<file path="src/rtl/sqrt_unit.sv">
// sqrt_unit: sequential digit-by-digit floor square root of a signed fixed-point radicand
module sqrt_unit #(
    parameter int WIDTH = 32,
    parameter int FRAC  = 16
) (
    input  logic             clock,
    input  logic             reset,
    input  logic             start,
    input  logic [WIDTH-1:0] radicand,
    output logic [WIDTH-1:0] root,
    output logic             ready,
    output logic             busy,
    output logic             neg_err
);
    localparam int N  = (WIDTH + FRAC) / 2;
    localparam int CW = N > 1 ? $clog2(N) : 1;

    typedef enum logic [1:0] {IDLE, CALC, DONE} state_t;

    state_t         state, state_next;
    logic [2*N-1:0] x;
    logic [N+1:0]   rem, rem_sh, t;
    logic [N-1:0]   q, q_next;
    logic [CW-1:0]  cnt;
    logic           accept, neg, ge, last;

    // next state plus the single-iteration remainder/root step
    always_comb begin
        accept     = start && state != CALC;
        neg        = radicand[WIDTH-1];
        rem_sh     = (rem << 2) | (N+2)'(x[2*N-1:2*N-2]);
        t          = {q, 2'b01};
        ge         = rem_sh >= t;
        q_next     = {q[N-2:0], ge};
        last       = cnt == '0;
        state_next = state;
        if (accept)
            state_next = neg ? DONE : CALC;
        else if (state == CALC && last)
            state_next = DONE;
    end

    // state register
    always_ff @(posedge clock) begin
        if (reset)
            state <= IDLE;
        else
            state <= state_next;
    end

    // datapath and registered outputs
    always_ff @(posedge clock) begin
        if (reset) begin
            x       <= '0;
            rem     <= '0;
            q       <= '0;
            cnt     <= '0;
            root    <= '0;
            ready   <= 1'b0;
            busy    <= 1'b0;
            neg_err <= 1'b0;
        end else if (accept) begin
            x       <= {radicand, {FRAC{1'b0}}};
            rem     <= '0;
            q       <= '0;
            cnt     <= CW'(N - 1);
            ready   <= 1'b0;
            busy    <= !neg;
            neg_err <= neg;
            if (neg)
                root <= '0;
        end else if (state == CALC) begin
            x   <= x << 2;
            rem <= ge ? rem_sh - t : rem_sh;
            q   <= q_next;
            cnt <= cnt - 1'b1;
            if (last) begin
                root  <= WIDTH'(q_next);
                ready <= 1'b1;
                busy  <= 1'b0;
            end
        end else if (state == DONE) begin
            ready <= 1'b1;
        end
    end
endmodule

</file>
<file path="config.mk">
export PLATFORM = sky130hd
export DESIGN_NAME = sqrt_unit
export DESIGN_NICKNAME = d
export VERILOG_FILES = /design/src/rtl/sqrt_unit.sv
export SDC_FILE = /design/constraint.sdc
export NUM_CORES = 1
export LEC_CHECK = 0
export CORE_MARGIN = 2
export CORE_UTILIZATION = 51
export CTS_BUF_LIST = sky130_fd_sc_hd__clkbuf_8
export DETAILED_ROUTE_END_ITERATION = 8
export PLACE_DENSITY = 0.71
export RECOVER_POWER = 25
export SETUP_SLACK_MARGIN = 0.05
export SLEW_MARGIN = 25
export SYNTH_ARGS = -nofsm -noshare
export SYNTH_HDL_FRONTEND = slang
export SYNTH_SLANG_ARGS = --single-unit
</file>
<file path="constraint.sdc">
create_clock -name clock -period 2.51 [get_ports clock]
set_input_delay 0.3765 -clock clock [delete_from_list [all_inputs] [get_ports clock]]
set_output_delay 0.3765 -clock clock [all_outputs]
set_load 0.01 [all_outputs]
</file>
### Word level (Yosys, flattened, before mapping)

Cells that the tools add are included.

* reductions and logical operators: 12
* $add $sub $neg: 2
* equal/unequal tests: 5
* order comparisons: 1
* bitwise gates (word level): 1
* muxes and demuxes: 18

Operator list (count)
* two-way mux 32 bit: 4
* two-way mux 48 bit: 2
* greater-or-equal comparator 26 bit: 1
* OR 26 x 2 -> 26 bit: 1
* two-way mux 24 bit: 1
* subtractor 24 bit: 1
* two-way mux 5 bit: 2
* nonzero test 2 bit: 4
* two-way mux 1 bit: 6
* two-way mux 2 bit: 3
* zero test 5 bit: 1
* subtractor 5 x 1 -> 5 bit, second input constant: 1
* inequality test 2 bit, second input constant: 2
* AND reduction 2 bit: 2
* AND reduction 3 bit: 1
* equality test 2 x 1 -> 1 bit, second input constant: 1
* equality test 2 bit, second input constant: 1
* logical AND 1 bit: 2
* inequality test 2 x 1 -> 1 bit, second input constant: 1
* OR reduction 2 bit: 1
* zero test 1 bit: 1

* logic and storage cells: 49
* input port bits: 35
* register bits: 122
* output and inout bits: 35

### Depth between registers and ports, before layout

* word-level depth: 5
* gate-level depth with buffers: 12
* depth with buffers taken out: 10

### Worst setup path before layout

No wires, ideal clock.

* path type: reg-to-reg
* start point: reg q[7]
* end point: reg rem[23]
* period minus slack after synthesis: 2.321 ns
* path buffers: 0
* arrival: 2.195 ns
* required time: 2.384 ns
* stages on the path, launching flop included: 11
* library setup time: 0.126 ns
* setup slack: 0.189 ns
* cell sequence: dfxtp_1 inv_1 ha_1 a21o_4 a21oi_4 a2bb2oi_2 nand2_2 a22o_1 or4_1 nand3_1 o211ai_1

* word-level cells in the longest chain between the ends: 2
* elaborated cells on any way between the ends: 3
* those cells by class: add/sub (1); order compare (1); mux (1)

Ends and longest elaborated chain
* start, declared: line 23 `logic [N-1:0] q, q_next;`
* start signal, assigned: line 75 `q <= q_next;`
* subtractor 24 bit / greater-or-equal comparator 26 bit (equally long branches): line 74, 33
* two-way mux 24 bit (*): line 74 `rem <= ge ? rem_sh - t : rem_sh;`
* end signal, assigned: line 74
* end, declared: line 22 `logic [N+1:0] rem, rem_sh, t;`

Every way passes the cells marked *; elsewhere a longest branch is shown, timed or not.
A chain may end at the register's enable or synchronous reset.

### Final worst setup path

* start point: reg q[9]
* end point: reg rem[12]

Same word-level chain as after synthesis.

==> key figures <==
Status
  – Status: completed

Clock network
  – Htree depth: 4
  – CTS buffer count: 17
  – Clock Sinks: 113
  – Hold Buf Count CTS: 0
  – Clock Pin Slew Worst Setup and Hold Paths: 0.07 ns
  – Clk root buf: clkbuf_8
  – Maximum clock path buffer count: 2
  – Later-pin clock latency in the skew report: approximately 0.43 ns
  – CTS tree: done

Die
  – I/O Pins: 70
  – Die X: 112.8 µm
  – Die Span Y: 112.8 µm
  – Starting Density: ~53%
  – # rows: 39
  – DIE AREA: 0.01273 mm²
  – Core Region: 0.01147 mm²

Routing
  – Routed met3 length: 693 µm
  – Drt via density: roughly 5.7
  – Number of DRC markers in iteration 0: 371
  – WL per Instance: 16.20 µm
  – Via count: 5502
  – TritonRoute pass-1 iters: 5
  – WL final: 15620 µm
  – DRC viols: 0
  – Metal2 WL: between 7000 and 8000 µm
  – Antenna viol nets, final: 0
  – Highest metal used: met4
  – M1 wire length: 7062 µm

Synth
  – Yosys cell types: 64
  – Synth area leader: dfxtp_1
  – Post-synth EDFFs: 0
  – Synth async-reset ratio: 0%
  – Synth Cell Area: 0.006038 mm²
  – Seq/Total Area, Yosys: a little under two fifths
  – Post-synth top cells: 113 x dfxtp_1, 84 x nor2_1, 63 x nand2_1
  – Synth Register Bits: 113
  – Synth Instances: 723
  – Synthesized area per cell: 8.352 µm²
  – Count leader, synth: dfxtp_1
  – Ranking of synthesized cells by area: dfxtp_1 37%, mux2i_1 8.3%, ha_1 5.8%, nor2_1 5.2%, a21oi_1 4.7%
  – YS warnings: 0
  – Top-area cell type share of the netlist area: between 30% and 40%
  – Main synth FF type: dfxtp_1

Layout
  – Layout cells sized above 1: a little under a fifth
  – Fillcell total: 921
  – Design Area, Final: 0.007749 mm²
  – Fin cells: 964
  – Antenna fix cells: 0
  – Finished Core Util: 67.57%
  – Syn-to-layout area delta: 28.33%
  – Nets: 871

Place
  – Placed Instance Area: 0.006905 mm²
  – Dpl cells: 914
  – Pre-CTS setup slack: 0.009661 ns
  – RD Place Congestion: 0.8898
  – Number of port buffers: 61
  – Post-DP HPWL: 10560 µm

Job
  – Max-cap violations: 0

STA
  – Slew Viols, Final: 0
  – Maximum clock rate: between 0.4 and 0.5 GHz
  – RSZ-0062 raised after global routing: true
  – Post-route setup slack: 0.04331 ns
  – Clk_skew: 0.01175 ns
  – Crit share post-route: a little over nine tenths
  – Total negative slack: 0 ns
  – Slew margin rel.: 58.67%
  – Final setup viols: 0
  – Fin crit period: 2.467 ns
  – Hold WS: between 0.2 and 0.3 ns
  – Final-report hold violation count: 0
  – Worst-margin pin slew: 0.6199 ns

Power
  – Combinational share of power: 28.4%
  – Power, Total: 5.325 mW
  – Peak supply drop: 0.0004922 V
  – Leak: 3.139 nW
  – Switching share of power: 29.30%
  – PD cells: around 690 mW/mm²
  – Clk pwr share: 35.6%
  – Register share of total power: 36.0%
  – Net Sw Power: 1.560 mW
  – Int Pwr: 3.765 mW

Setup path
  – Element type at the critical path end: flop
  – R2R Setup Slk: about 0.043 ns
  – Crit path arrival time: between 2 and 3 ns
  – CP Max Fanout: 12
  – CP required: 2.84 ns
  – Setup CP Type: reg2reg
  – CP Launch Type: flop
  – Worst r2r src: q[9]
  – Worst setup path start: q[9]

Global routing
  – Total global routing overflow: 0
  – First-pass GRT wire length: 24910 µm
  – Overall Global Routing Usage: 24.07%
  – Vias in the first global route: 5136
  – Largest net degree at the start of global routing: 75
  – Initial antenna violation count: 0

Worst hold path
  – Hold WC Path Type: in2reg
  – Hold Crit Start: start
==> per-layer routing <==
metal  up-vias  GRT usage [%]
li1       2732              -
met1      2616          31.12
met2       133          39.80
met3        21          5.945
met4         0          7.480
met5         -              0
==> final timing paths <==
path                            endpoint  cells after the start
worst max-delay path             rem[12]                     11
worst min-delay path             neg_err                      3
worst max register to register   rem[12]                     11
worst min register to register     q[23]                      2
==> power groups by stage <==
stage	Combinational (mW)	Sequential [mW]	Clock, mW
6_report	1.51	1.92	1.89
5_1_grt	1.62	1.93	2.01
4_1_cts	1.28	1.92	1.93
3_5_place_dp	1.26	1.95	0
3_3_place_gp	1.24	1.95	0
2_1_floorplan	0.916	1.94	0
==> flip-flops by register name, summed over array words and instances (netlist names) <==
register / cells
ready: 1
state: 2
x: 32
rem: 24
cnt: 5
neg_err: 1
q: 24
root: 24
==> what timing repair did <==
| item | CTS | global route |
|---|---|---|
| setup endpoints to repair | 7 | 24 |
| pin swaps | 1 | 15 |
| resized for setup | 11 | 44 |
| buffers inserted | 1 | 17 |
| cloned | 0 | 0 |
==> layout make-up <==
class,instances,area (µm²),area share (%)
clock buffers,20,275.3,3.552
repair buffers,119,1085,14.00
inverters,31,116.4,1.502
flip-flops and latches,113,2277,29.39
multi-input cells,526,3651,47.12
clock inverters,12,165.2,2.131
well taps,143,178.9,2.309
==> critical path, cell delays in order, from the launching register on <==
cell and delay (ns):
dfxtp_2 0.36, inv_1 0.05, ha_1 0.35, a21oi_2 0.20, o21ai_2 0.11, nor3_2 0.22, a21oi_2 0.11, a21oi_4 0.25
o21ai_4 0.11, buf_12 0.17, mux2i_1 0.14, o31ai_1 0.29
==> kinds of logic after synthesis <==
logic type               Yosys count  share of synthesized area [%]
AND/OR/NAND/NOR                  228                          17.47
AO/OA/AOI/OAI                    193                          21.61
flip-flops                       113                          37.46
buffers and inverters             91                          6.548
multiplexers                      50                          8.288
adder cells (fa/ha/maj)           28                          5.802
XOR/XNOR                          19                          2.756
other                              1                        0.06210
==> cell usage in the layout, fill, tap and decap left out, drive strengths merged, types with 18 or more instances in the layout <==
cell type | netlist | routed
nor3 | 18 | 18
a21oi | 60 | 60
dfxtp | 113 | 113
clkdlybuf4s50 | 0 | 59
nand3 | 20 | 20
clkbuf | 39 | 20
a22oi | 24 | 24
buf | 21 | 60
a211oi | 40 | 40
mux2i | 50 | 50
nor2 | 84 | 84
nand2 | 66 | 66
o21ai | 32 | 32
ha | 28 | 28
inv | 31 | 34
(Power assumes the default switching activity.)
